`src/rtl/i2c_master_pkg.sv`:
```
// i2c_master_pkg: shared state/symbol encodings and bus constants for the I2C master.
package i2c_master_pkg;
  typedef enum logic [3:0] {
    ST_IDLE,
    ST_START,
    ST_ADDR_W,
    ST_INDEX,
    ST_WDATA,
    ST_RESTART,
    ST_ADDR_R,
    ST_RDATA,
    ST_STOP
  } state_e;
  typedef enum logic [1:0] {
    SYM_START,
    SYM_RESTART,
    SYM_BIT,
    SYM_STOP
  } sym_e;
  localparam logic RW_WRITE = 1'b0;
  localparam logic RW_READ = 1'b1;
  localparam logic [6:0] DEF_SLAVE_ADDR = 7'h55;
endpackage

```
`src/rtl/i2c_master_sym.sv`:
```
// i2c_master_sym: clock divider and quarter-phase generator for one bus symbol.
module i2c_master_sym
  import i2c_master_pkg::*;
#(
  parameter int CLK_DIV = 4
) (
  input  logic clk,
  input  logic rst_n,
  input  logic sym_go,
  input  sym_e sym_type,
  input  logic tx_bit,
  input  logic sda_i,
  output logic sym_done,
  output logic rx_bit,
  output logic scl_oe,
  output logic sda_oe
);
  localparam int DW = CLK_DIV > 1 ? $clog2(CLK_DIV) : 1;
  logic [DW-1:0] div_q, div_d;
  logic [1:0] ph_q, ph_d;
  logic rx_q, rx_d, tick;
  // Symbols run back to back while sym_go is held; phase restarts at Q0 whenever it drops.
  always_comb begin
    tick = div_q == DW'(CLK_DIV - 1);
    div_d = !sym_go || tick ? '0 : div_q + DW'(1);
    ph_d = !sym_go ? 2'd0 : ph_q + 2'(tick);
    rx_d = sym_go && tick && ph_q == 2'd1 ? sda_i : rx_q;
    sym_done = sym_go && tick && ph_q == 2'd3;
    rx_bit = rx_q;
    scl_oe = sym_go && (sym_type == SYM_START ? ph_q == 2'd3 :
                        sym_type == SYM_STOP  ? ph_q == 2'd0 :
                        ph_q == 2'd0 || ph_q == 2'd3);
    sda_oe = sym_go && (sym_type == SYM_BIT  ? !tx_bit :
                        sym_type == SYM_STOP ? !ph_q[1] : ph_q[1]);
  end
  always_ff @(posedge clk) begin
    if (!rst_n) begin
      div_q <= '0;
      ph_q <= 2'd0;
      rx_q <= 1'b0;
    end else begin
      div_q <= div_d;
      ph_q <= ph_d;
      rx_q <= rx_d;
    end
  end
endmodule

```
`src/rtl/i2c_master.sv`:
```
// i2c_master: one register write or read per command to an I2C register slave.
// Drives SCL/SDA as open-drain pull-down enables; SCL is never sampled.
module i2c_master
  import i2c_master_pkg::*;
#(
  parameter int CLK_DIV = 4
) (
  input  logic       clk,
  input  logic       rst_n,
  input  logic       cmd_valid,
  input  logic       cmd_rw,
  input  logic [6:0] cmd_dev_addr,
  input  logic [7:0] cmd_idx,
  input  logic [7:0] cmd_wdata,
  output logic       busy,
  output logic       done,
  output logic       ack_err,
  output logic [7:0] rdata,
  output logic       scl_oe,
  output logic       sda_oe,
  input  logic       sda_i
);
  state_e state_q, state_d;
  sym_e sym_type;
  logic [3:0] bit_q, bit_d;
  logic [7:0] sh_q, sh_d, idx_q, idx_d, wdata_q, wdata_d, rdata_q, rdata_d;
  logic [6:0] dev_q, dev_d;
  logic rw_q, rw_d, err_q, err_d, done_q, done_d;
  logic sym_done, rx_bit, tx_bit, last;

  i2c_master_sym #(.CLK_DIV(CLK_DIV)) u_sym (
    .clk(clk),
    .rst_n(rst_n),
    .sym_go(busy),
    .sym_type(sym_type),
    .tx_bit(tx_bit),
    .sda_i(sda_i),
    .sym_done(sym_done),
    .rx_bit(rx_bit),
    .scl_oe(scl_oe),
    .sda_oe(sda_oe)
  );

  assign busy = state_q != ST_IDLE;
  assign done = done_q;
  assign ack_err = err_q;
  assign rdata = rdata_q;

  // sh_q shifts out the byte being sent and shifts in the sampled line, so it doubles as the read register.
  always_comb begin
    state_d = state_q;
    bit_d = bit_q;
    sh_d = sh_q;
    idx_d = idx_q;
    wdata_d = wdata_q;
    rdata_d = rdata_q;
    dev_d = dev_q;
    rw_d = rw_q;
    err_d = err_q;
    done_d = 1'b0;
    last = bit_q == 4'd8;
    tx_bit = state_q == ST_RDATA || last ? 1'b1 : sh_q[7];
    sym_type = state_q == ST_START   ? SYM_START :
               state_q == ST_RESTART ? SYM_RESTART :
               state_q == ST_STOP    ? SYM_STOP : SYM_BIT;
    if (state_q == ST_IDLE) begin
      if (cmd_valid) begin
        state_d = ST_START;
        rw_d = cmd_rw;
        dev_d = cmd_dev_addr;
        idx_d = cmd_idx;
        wdata_d = cmd_wdata;
        err_d = 1'b0;
      end
    end else if (sym_done) begin
      if (state_q == ST_START || state_q == ST_RESTART) begin
        state_d = state_q == ST_START ? ST_ADDR_W : ST_ADDR_R;
        sh_d = {dev_q, state_q == ST_START ? RW_WRITE : RW_READ};
        bit_d = 4'd0;
      end else if (state_q == ST_STOP) begin
        state_d = ST_IDLE;
        done_d = 1'b1;
      end else if (!last) begin
        sh_d = {sh_q[6:0], rx_bit};
        bit_d = bit_q + 4'd1;
        if (state_q == ST_RDATA && bit_q == 4'd7) rdata_d = {sh_q[6:0], rx_bit};
      end else begin
        bit_d = 4'd0;
        if (rx_bit && state_q != ST_RDATA) begin
          err_d = 1'b1;
          state_d = ST_STOP;
        end else begin
          state_d = state_q == ST_ADDR_W ? ST_INDEX :
                    state_q == ST_INDEX  ? (rw_q ? ST_RESTART : ST_WDATA) :
                    state_q == ST_ADDR_R ? ST_RDATA : ST_STOP;
          sh_d = state_q == ST_ADDR_W ? idx_q : wdata_q;
        end
      end
    end
  end

  always_ff @(posedge clk) begin
    if (!rst_n) begin
      state_q <= ST_IDLE;
      bit_q <= 4'd0;
      sh_q <= 8'h00;
      idx_q <= 8'h00;
      wdata_q <= 8'h00;
      rdata_q <= 8'h00;
      dev_q <= 7'h00;
      rw_q <= 1'b0;
      err_q <= 1'b0;
      done_q <= 1'b0;
    end else begin
      state_q <= state_d;
      bit_q <= bit_d;
      sh_q <= sh_d;
      idx_q <= idx_d;
      wdata_q <= wdata_d;
      rdata_q <= rdata_d;
      dev_q <= dev_d;
      rw_q <= rw_d;
      err_q <= err_d;
      done_q <= done_d;
    end
  end
endmodule

```
`config.mk`:
```
export PLATFORM = sky130hd
export DESIGN_NAME = i2c_master
export DESIGN_NICKNAME = d
export VERILOG_FILES = /design/src/rtl/i2c_master_pkg.sv /design/src/rtl/i2c_master_sym.sv /design/src/rtl/i2c_master.sv
export SDC_FILE = /design/constraint.sdc
export NUM_CORES = 1
export LEC_CHECK = 0
export CORE_MARGIN = 10
export CORE_UTILIZATION = 45
export DETAILED_ROUTE_END_ITERATION = 10
export GPL_ROUTABILITY_DRIVEN = 1
export PLACE_DENSITY = 0.72
export SYNTH_ARGS = -nofsm -noshare
export SYNTH_HDL_FRONTEND = slang
export SYNTH_SLANG_ARGS = --single-unit
```
`constraint.sdc`:
```
create_clock -name clk -period 3.1 [get_ports clk]
set_input_delay 0.31 -clock clk [delete_from_list [all_inputs] [get_ports clk]]
set_output_delay 0.31 -clock clk [all_outputs]
set_load 0.01 [all_outputs]
```
Word level (Yosys, flattened, before mapping)
Index checks and enable logic that the tools add are counted.
{"block": "classes", "n_bitwise": 6, "addsub": 3, "reduce_logical": 31, "eq_ne": 20, "mux": 37}
{"op": "$mux 4", "n": 13}
{"op": "$mux 8", "n": 5}
{"op": "$eq 4x3->1 const B", "n": 4}
{"op": "$mux 1", "n": 16}
{"op": "$reduce_and 6->1", "n": 2}
{"op": "$eq 2x2->1 const B", "n": 4}
{"op": "$eq 4x2->1 const B", "n": 2}
{"op": "$eq 4x4->1 const B", "n": 2}
{"op": "$ne 2x2->1 const B", "n": 4}
{"op": "$reduce_bool 4->1", "n": 2}
{"op": "$logic_and 1x1->1", "n": 7}
{"op": "$not 1->1", "n": 6}
{"op": "$reduce_and 3->1", "n": 2}
{"op": "$reduce_bool 2->1", "n": 3}
{"op": "$add 4x1->4 const B", "n": 1}
{"op": "$eq 4x1->1 const B", "n": 1}
{"op": "$logic_not 2->1", "n": 2}
{"op": "$logic_not 4->1", "n": 1}
{"op": "$logic_or 1x1->1", "n": 4}
{"op": "$mux 2", "n": 2}
{"op": "$ne 4x3->1 const B", "n": 1}
{"op": "$reduce_and 2->1", "n": 2}
{"op": "$reduce_and 4->1", "n": 1}
{"op": "$reduce_or 4->1", "n": 1}
{"op": "7 further kinds", "n": 9}
{"block": "totals", "out_inout_bits": 13, "inputBits": 28, "reg_bits": 55, "wordCells": 110}

Depth between registers and ports, before layout
Gate-level depths: netlist of run 1.
{"block": "logic_depth", "word_depth": 10, "ltp_mapped": 8}

Modules after synthesis
From an unflattened synthesis of run 1, not the netlist that was laid out.
{"block": "hier_totals", "hier_cells": 315, "area_unflattened_um2": 2680.1}
{"module": "i2c_master", "cells_each": 281, "area_per_inst_um2": 2372.3, "n_inst": 1, "seq_area_each_um2": 1001.0}
{"module": "i2c_master_sym", "cells_each": 34, "area_per_inst_um2": 307.8, "n_inst": 1, "seq_area_each_um2": 100.1}

Worst setup path after synthesis of run 1
OpenSTA, ideal clock, no wires.
{"block": "synth_path", "path_kind": "flip-flop to flip-flop", "startpoint": "register state_q[3]", "endpoint": "register state_q[3]", "path_stages_with_launch": 7, "path_slack_ns": 1.182, "arrival_time_ns": 1.831, "t_required_ns": 3.014, "path_cell_list": "dfxtp_1 buf_2 nor4_2 inv_2 mux2i_2 or4_1 a221oi_2"}
{"block": "synth_between", "word_cells_on_any_way": 26}
{"item": "from (decl)", "line_no": "i2c_master.sv:23", "source": "state_e state_q, state_d;"}
{"item": "from (signal assigned)", "line_no": "i2c_master.sv:115", "source": "state_q <= state_d;"}
{"item": "$reduce_bool 4->1", "line_no": "i2c_master.sv:44", "source": "assign busy = state_q != ST_IDLE;"}
{"item": "named net busy", "line_no": "i2c_master.sv:15", "source": "output logic busy,"}
{"item": "$logic_and 1x1->1 (2 in a row)", "line_no": "i2c_master_sym.sv:28", "source": "sym_done = sym_go && tick && ph_q == 2'd3;"}
{"item": "$reduce_bool 2->1 (no source line)"}
{"item": "$reduce_and 3->1 (no source line)"}
The timed path passes the listed nets, and every way through them passes these cells. The select of a mux whose other input is x is not followed.
A chain may end at the register's enable or synchronous reset.

Final worst setup path of run 1
{"block": "layout_path", "startpoint": "register bit_q[0]", "endpoint": "output sda_oe"}
{"block": "layout_between", "elab_chain_len": 6}
{"item": "from (decl)", "line_no": "i2c_master.sv:25", "source": "logic [3:0] bit_q, bit_d;"}
{"item": "from (signal assigned)", "line_no": "i2c_master.sv:116", "source": "bit_q <= bit_d;"}
{"item": "$eq 4x4->1", "line_no": "i2c_master.sv:61", "source": "last = bit_q == 4'd8;"}
{"item": "$logic_or 1x1->1", "line_no": "i2c_master.sv:62", "source": "tx_bit = state_q == ST_RDATA || last ? 1'b1 : sh_q[7];"}
{"item": "$mux 1", "line_no": "i2c_master.sv:62"}
{"item": "$logic_not 1->1", "line_no": "i2c_master_sym.sv:33", "source": "sda_oe = sym_go && (sym_type == SYM_BIT ? !tx_bit :"}
{"item": "$mux 1", "line_no": "i2c_master_sym.sv:33"}
{"item": "$logic_and 1x1->1", "line_no": "i2c_master_sym.sv:33"}
{"item": "to (decl)", "line_no": "i2c_master.sv:20", "source": "output logic sda_oe,"}
Every way passes these cells.

==> results.md, run 1 <==
* Synth unique cells at 50
* Slowest stage delay, CP at 560 ps
* Setup CP Type: reg -> out
* Avg WL per Cell at 14.64 um
* Routed Antenna Nets at 0
* Fin cells at 421
* DP Wirelength at 4513 um
* Worst Path Arrival at roughly 2200 ps
* Post-synthesis cell area at 2661 um^2
* Setup violators final at 0
* Clk sinks at 55
* Worst VDD drop at 0.2985 mV
* Slowest CP cell: clkdlybuf4s50_1
* Fin crit period at 2500 ps
* Largest net degree at the start of global routing at 35
* Vias in the first global route at 2193
* CP Launch Type: flop
* Status: finished clean
* Async SR Flop Fraction at 0
* Crit end category: output port
* Most frequent cell after synthesis: nand2_1
* RePlAce Congestion at 0.8501
* Core area at 5608 um^2
* Most used DFF post-synth: dfxtp_1
* Final WL at ~6200 um
* Synth Register Bits at 55
* Design area at roughly 3200 um^2
* Worst-margin pin slew at 780.7 ps
* Share of cells above drive strength 1 at 0.07163
* Synth top area share at 0.4137
* RSZ-0062 raised after global routing: false
* Slew Limit Fails at 0
* Clk_lat worst skew at 310 ps
* Final core occ at 0.5687
* IO Port Bufs at 40
* Hold EP: u_sym.div_q[0]
* FILL cells at 549
* Hold Crit Depth at 1
* Worst path required time at 2790 ps
* Post-synth EDFFs at 0
* Avg Cell Area, Syn at 8.291 um^2
* GR Util All Layers at 0.1276
* Nets at 384
* Initial core utilization at 0.4746
* Max-Slew Margin vs Limit at 0.4783
* Register area at around 1100 um^2
* Gr ovfl total at 0
* Worst min-delay path class: reg -> reg
* Initial antenna violation count at 0
* Synth cell count leaders: 68 x nand2_1, 55 x dfxtp_1, 39 x a21oi_1
* Clock-pin slew on the worst setup and hold paths at 90 ps
* Initial drt markers at 124
* Cell area after placement at 3083 um^2
* Cts repair resizes at 0
* Horizontal die dimension at slightly below 100 um
* Top-level port count at 41
* Yosys Warn Count at 0
* Dpl cells at 414
* Layout area overhead at 19.84%
* Post-CTS setup repair buffer count at 0
* Leakage Power at 1.095 nW
* Synth area leader: dfxtp_1
* Period utilization at 0.8063
* Mapped Cells at about 320
* Worst Path Max Fanout at 7
* Power Density at 598.6 nW/um^2
* Max-cap violations at 0
* Post-DR vias/cell at about 5.4
* Cts hold-fix bufs at 0
* Worst R2R Path Depth at 5
* Synth area leaders: dfxtp_1 41%, nand2_1 9.6%, a21oi_1 7.3%
* H-Tree Depth at 2
* Worst r2r src: state_q[2]
* Antenna cells at 0
* Vias at 2267
* HP Start: u_sym.div_q[0]
* Setup_tns at 0 ps
* # DRC at 0
* Die height at between 90 and 100 um
* Critical R2R Capture: state_q[3]
* First-pass GRT wire length at 10330 um
* Inserted Clock Buffers at 5
* Worst Clk Skew at 9.227 ps
* Multi-input logic area at 1416 um^2
* CTS root buf: clkbuf_8
* First drt pass iteration count at 4
* R2R Setup Slk at 870 ps
* Final Hold Fails at 0
* Rows at 27
* Critical path cell sequence: inv_1, ha_1, and3b_1, o32ai_1, a21oi_1, o21ai_0, clkdlybuf4s50_1
* Clock buffer depth at 2
* Syn_nets at about 360
* FMAX at between 400 and 500 MHz
* CTS tree: yes
* Die area at 9390 um^2
* Seq/Total Area, Yosys at 0.4137
## worst max-delay path: cells and delay by family, from the launching register on
kind | cells | cell delay, ps
buffers and inverters | 2 | 640
AOI/OAI and AO/OA | 3 | 440
DFF | 1 | 360
and+or+nand+nor | 1 | 250
adders and majority gates | 1 | 200
## state kept, by name, summed over array words and instances (netlist names)
signal / cells
u_sym.rx_bit: 1
u_sym.div_q: 2
rdata: 8
sh_q: 8
ack_err: 1
bit_q: 4
u_sym.ph_q: 2
state_q: 4
done: 1
dev_q: 7
wdata_q: 8
idx_q: 8
rw_q: 1
## final cells by class
class,count,share of cell area
clock buffers,5,0.02158
clock inverters,2,0.01177
inverters,8,0.009415
multi-input cells,233,0.4441
flip-flops and latches,55,0.3452
well taps,72,0.02825
repair buffers,46,0.1397
## metrics by stage
stage	worst slack (ps)	power, mW	hold slack (ps)
after floorplan	1182	1.281	407.4
after global placement	959.4	1.456	422.9
after detailed placement	893.0	1.468	439.3
after CTS	573.5	1.933	452.3
after global routing	352.4	2.025	475.6
final	600.5	1.909	445.6
## kinds of logic after synthesis
kind of cell               after synthesis  share of synthesized area
AOI/OAI and AO/OA                       81                     0.2008
xor gates and xnor gates                 1                   0.003292
adders and majority gates                7                    0.03291
buffers and inverters                   33                    0.05406
DFF                                     55                     0.4137
muxes                                   19                    0.07334
and+or+nand+nor                        125                     0.2219
## routing by layer
metal / vias up / share of wire / GRT usage
li1: 1175 / - / -
met1: 1037 / 0.44 / 0.1528
met2: 49 / 0.50 / 0.2203
met3: 6 / 0.045 / 0.02910
met4: 0 / 0.011 / 0.03720
met5: - / 0 / 0
## layout by cell type, fill, tap and decap left out, types with 3 or more instances in the layout
master / synthesis / routed
nor2_1: 26 / 26
nor2b_1: 4 / 4
buf_4: 3 / 6
and2_1: 3 / 3
a211o_1: 8 / 8
a311oi_1: 8 / 8
a21oi_1: 39 / 39
o21ai_0: 9 / 9
clkbuf_8: 0 / 5
mux2i_1: 17 / 17
dfxtp_1: 55 / 55
ha_1: 7 / 7
nor3_1: 4 / 4
clkdlybuf4s50_1: 0 / 40
inv_1: 7 / 7
nand2_1: 68 / 68
## power breakdown
part	internal, mW	switching [mW]	leakage, nW
Clock	0.236	0.225	0.0502
Combinational	0.250	0.331	0.597
Sequential	0.783	0.0834	0.447
## worst max path at each step
stage | from | end | slack (ps) | depth (start not counted)
CTS | bit_q[0] | sda_oe | 570 | 7
floorplan | state_q[3] | state_q[3] | 1180 | 6
finish | bit_q[0] | sda_oe | 600 | 7
global placement | bit_q[0] | sda_oe | 960 | 7
detailed placement | state_q[2] | state_q[3] | 890 | 5
global route | state_q[2] | sda_oe | 350 | 5
Note: power is estimated with default switching activity, not from simulation.
==> inputs of run 2 (changes only) <==
--- a/config.mk
+++ b/config.mk
@@ -9,7 +9,7 @@
 export CORE_UTILIZATION = 45
 export DETAILED_ROUTE_END_ITERATION = 10
 export GPL_ROUTABILITY_DRIVEN = 1
-export PLACE_DENSITY = 0.72
+export PLACE_DENSITY = 0.74
 export SYNTH_ARGS = -nofsm -noshare
 export SYNTH_HDL_FRONTEND = slang
 export SYNTH_SLANG_ARGS = --single-unit
==> constraint.sdc (replaced) <==
create_clock -name clk -period 2.2 [get_ports clk]
set_input_delay 0.22 -clock clk [delete_from_list [all_inputs] [get_ports clk]]
set_output_delay 0.22 -clock clk [all_outputs]
set_load 0.01 [all_outputs]
==> run 2 against run 1 <==
Net effect:
- utilization is 1.7 points higher
- sequential power is 39% higher
- sequential share of layout area is 0.99 points lower
- largest cell class unchanged
==> results.md, run 2 (same netlist as run 1, synthesis figures left out) <==
* Status: finished clean
* Critical R2R Capture: state_q[3]
* Leakage Power at 1.164 nW
* IO Port Bufs at 40
* Die height at 96.90 um
* Vias in the first global route at 2267
* Post-CTS setup repair buffer count at 0
* Worst-margin pin slew at 617.9 ps
* Largest net degree at the start of global routing at 32
* Slew Limit Fails at 0
* Setup CP Type: reg -> out
* Initial core utilization at 0.4746
* Vias at roughly 2400
* Cts repair resizes at 2
* Setup_tns at 0 ps
* Clock power frac at 0.250
* DP Wirelength at 4601 um
* Nets at a little under 400
* Clock-pin slew on the worst setup and hold paths at 110 ps
* Setup violators final at 0
* Initial drt markers at slightly above 100
* Final Hold Fails at 0
* Cts hold-fix bufs at 0
* Worst Setup SP: state_q[0]
* Max-Slew Margin vs Limit at 0.5875
* Top-level port count at 41
* Gate power share at 0.314
* RePlAce Congestion at between 0.8 and 0.9
* Routed Antenna Nets at 0
* CTS root buf: clkbuf_8
* Core area at about 5600 um^2
* GR Util All Layers at 0.1281
* Setup WS post-layout at 116.5 ps
* Max-cap violations at 0
* Die area at 9390 um^2
* Clk_lat worst skew at around 320 ps
* Clock buffer depth at 2
* FMAX at 480.0 MHz
* Crit end category: output port
* Share of cells above drive strength 1 at 0.1025
* Register area at 1101 um^2
* Worst min-delay path class: reg -> reg
* Antenna cells at 0
* Horizontal die dimension at 96.90 um
* First drt pass iteration count at 5
* Post-DR vias/cell at 5.462
* Rows at 27
* Worst Clk Skew at 10.83 ps
* Inserted Clock Buffers at 5
* Part of the power in registers at 0.436
* R2R Setup Slk at 140 ps
* Worst R2R Path Depth at 5
* CP Launch Type: flop
* Sw Ratio at 0.3391
* Pre-CTS setup slack at 104.5 ps
* Final core occ at 0.5855
* Clk sinks at 55
* Power Density at 840.9 nW/um^2
* Layout area overhead at 23.37%
* Worst Path Max Fanout at 18
* Final WL at 6305 um
* # DRC at 0
* RSZ-0062 raised after global routing: false
* Initial antenna violation count at 0
* CTS tree: yes
* Most frequent cells in the layout: 68 x nand2_1, 55 x dfxtp_1, 39 x a21oi_1, 38 x clkdlybuf4s50_1, 26 x nor2_1
* Period utilization at 0.9470
* Worst VDD drop at 0.5020 mV
* Avg WL per Cell at 14.56 um
* Gr ovfl total at 0
* FILL cells at 548
* Int Power at 1.825 mW
* Multi-input logic area at around 1400 um^2
* H-Tree Depth at 2
* Worst r2r src: state_q[0]
* Commonest non-fill, non-tap cell in the layout: nand2_1
* CP endpoint: busy
* Total power at 2.761 mW
* Sw power at roughly 940 uW
* Worst path required time at 1980 ps
* Worst Path Arrival at 1860 ps
* Fin crit period at 2083 ps
* First-pass GRT wire length at 10470 um
[run 2: layout make-up]
type,instances,share of cell area
sequential,55,0.3354
clock buffer,6,0.02210
multi-input combinational,233,0.4314
timing repair buffer,57,0.1627
clock inverter,2,0.01181
tap,72,0.02744
inverter,8,0.009146
[run 2: metrics by stage]
stage / hold WS [ps] / area (um^2) / cells
2_1_floorplan: 356.0 / 2661 / 321
3_5_place_dp: 426.4 / 3178 / 425
5_1_grt: 441.0 / 3283 / 433
4_1_cts: 433.5 / 3287 / 433
6_report: 435.5 / 3283 / 433
3_3_place_gp: 417.6 / 3178 / 425
[run 2: power by group through the flow]
stage               Sequential [mW]  Combinational (mW)  Clock [mW]
floorplan                      1.17               0.638           0
global placement               1.22               0.874           0
detailed placement             1.22               0.885           0
CTS                            1.20               0.877       0.702
global route                   1.22               0.961       0.732
finish                         1.20               0.867       0.690
[run 2: critical path, cell delays in order (launching register included)]
cell and delay, ps:
dfxtp_1 730, nor4_2 120, inv_2 140, clkdlybuf4s50_1 550
[run 2: worst min path at each step]
stage               slack (ps)            start  depth (start not counted)        endpoint
floorplan                  360  cmd_dev_addr[0]                          2        dev_q[0]
CTS                        430       cmd_idx[7]                          3        idx_q[7]
global route               440     cmd_wdata[7]                          3      wdata_q[7]
finish                     440   u_sym.div_q[0]                          1  u_sym.div_q[0]
global placement           420   u_sym.div_q[0]                          1  u_sym.div_q[0]
detailed placement         430   u_sym.div_q[0]                          1  u_sym.div_q[0]
[run 2: metal layers]
metal	share of wire	GRT usage	up-vias	wire, um
met5	0	0	-	0
met4	0.022	0.04961	0	138
met3	0.046	0.03123	16	293
met2	0.48	0.2229	66	3002
met1	0.46	0.1462	1076	2870
li1	-	-	1207	-
==> inputs of run 3 (changes only) <==
--- a/config.mk
+++ b/config.mk
@@ -10,6 +10,8 @@
 export DETAILED_ROUTE_END_ITERATION = 10
 export GPL_ROUTABILITY_DRIVEN = 1
 export PLACE_DENSITY = 0.74
+export SKIP_CTS_REPAIR_TIMING = 1
 export SYNTH_ARGS = -nofsm -noshare
 export SYNTH_HDL_FRONTEND = slang
 export SYNTH_SLANG_ARGS = --single-unit
+export TNS_END_PERCENT = 50
==> run 3 against run 2 <==
Net effect:
- clock power about the same
- critical path depth did not move
- final cell count unchanged
- via count decreased by 0.72%
- first-iteration DRC count shrank 16%
- critical endpoint unchanged
==> results.md, run 3 (same netlist as run 1, synthesis figures left out) <==
* Status: finished clean
* Clk_lat worst skew at 320 ps
* Fin crit period at approximately 2100 ps
* Die area at around 9400 um^2
* Share of cells above drive strength 1 at 0.09972
* Largest net degree at the start of global routing at 32
* CP Launch Type: flop
* Clk sinks at 55
* Setup WS post-layout at 103.1 ps
* Power Density at 842.9 nW/um^2
* Clock buffer depth at 2
* Slowest stage delay, CP at 730 ps
* Horizontal die dimension at 96.90 um
* Worst Path Arrival at around 1900 ps
* Period utilization at 0.9531
* Initial drt markers at 85
* RSZ-0062 raised after global routing: false
* Rows at 27
* Leakage Power at 1.193 nW
* Top-level port count at 41
* Nets at 395
* Clock-pin slew on the worst setup and hold paths at 110 ps
* DP Wirelength at ~4600 um
* Die height at just under 100 um
* CTS tree: yes
* H-Tree Depth at 2
* Initial core utilization at 0.4746
* Post-DR vias/cell at 5.423
* Final WL at 6345 um
* Bufs and invs on worst path at 2
* Critical path cell sequence: nor4_2, inv_2, clkdlybuf4s50_1
* CTS root buf: clkbuf_8
* Worst VDD drop at ~0.50 mV
* First drt pass iteration count at 4
* Fin cells at ~430
* Worst path required time at 1980 ps
* Dpl cells at roughly 430
* Commonest non-fill, non-tap cell in the layout: nand2_1
* Slew Limit Fails at 0
* FILL cells at 544
* # DRC at 0
* Final Hold Fails at 0
* Worst Path Max Fanout at 18
* Routed Antenna Nets at 0
* IO Port Bufs at 40
* Initial antenna violation count at 0
* Total power at 2.777 mW
* R2R Setup Slk at 120 ps
* Gr ovfl total at 0
* Setup violators final at 0
* Final core occ at 0.5875
* Most frequent cells in the layout: 68 x nand2_1, 55 x dfxtp_1, 39 x a21oi_1, 38 x clkdlybuf4s50_1, 26 x nor2_1
* FMAX at between 400 and 500 MHz
* Max-cap violations at 0
* Avg WL per Cell at about 15 um
* Crit end category: output port
* Antenna cells at 0
* Worst-margin pin slew at roughly 620 ps
* Vias in the first global route at 2268
* First-pass GRT wire length at approximately 10000 um
* GR Util All Layers at 0.1282
* CP delay by family, top: flip-flops
* Layout area overhead at 23.79%
* Pre-CTS setup slack at 104.5 ps
* Hold slack at 435.4 ps
* RePlAce Congestion at between 0.8 and 0.9
* Worst min-delay path class: reg -> reg
* Worst Clk Skew at 12.34 ps
* Setup CP Type: reg -> out
* Core area at roughly 5600 um^2
* Slowest CP cell: dfxtp_1
* Inserted Clock Buffers at 5
* Max-Slew Margin vs Limit at 0.5843
* Vias at 2348
[run 3: changes by cell type in the layout (fill, tap and decap cells not counted), sizes merged]
cell / previous run / this run
dlygate4sd2: 1 / 0
clkbuf: 7 / 6
dlymetal6s2s: 0 / 2
[run 3: cell type report]
class,instances,area (um^2),area share
multi-input cells,233,1416,0.4299
clock buffers,6,72.57,0.02203
repair buffers,57,545.5,0.1656
clock inverters,2,38.79,0.01177
well taps,72,90.09,0.02735
flip-flops and latches,55,1101,0.3342
inverters,8,30.03,0.009115
[run 3: path summary, 6_finish.rpt]
path	startpoint	endpoint	cells after the start
setup / recovery	state_q[0]	busy	3
hold / removal	u_sym.div_q[0]	u_sym.div_q[0]	1
setup reg to reg	state_q[0]	state_q[3]	5
hold reg to reg	u_sym.div_q[0]	u_sym.div_q[0]	1
[run 3: per-stage QoR]
stage,instance area (um^2),setup TNS (ps)
after floorplan,2661,0
after global placement,3178,0
after detailed placement,3178,0
after CTS,3289,-309.5
after global routing,3294,0
final,3294,0
[run 3: layer usage]
metal,up-vias,GRT usage,share of wire
met5,-,0,0
met4,0,0.04961,0.017
met3,13,0.03123,0.043
met2,54,0.2229,0.49
met1,1074,0.1466,0.45
li1,1207,-,-
[run 3: report_power, final]
group	leakage, nW	switching, mW	internal [mW]
clock	0.0558	0.345	0.345
sequential	0.447	0.0998	1.10
combinational	0.690	0.497	0.387
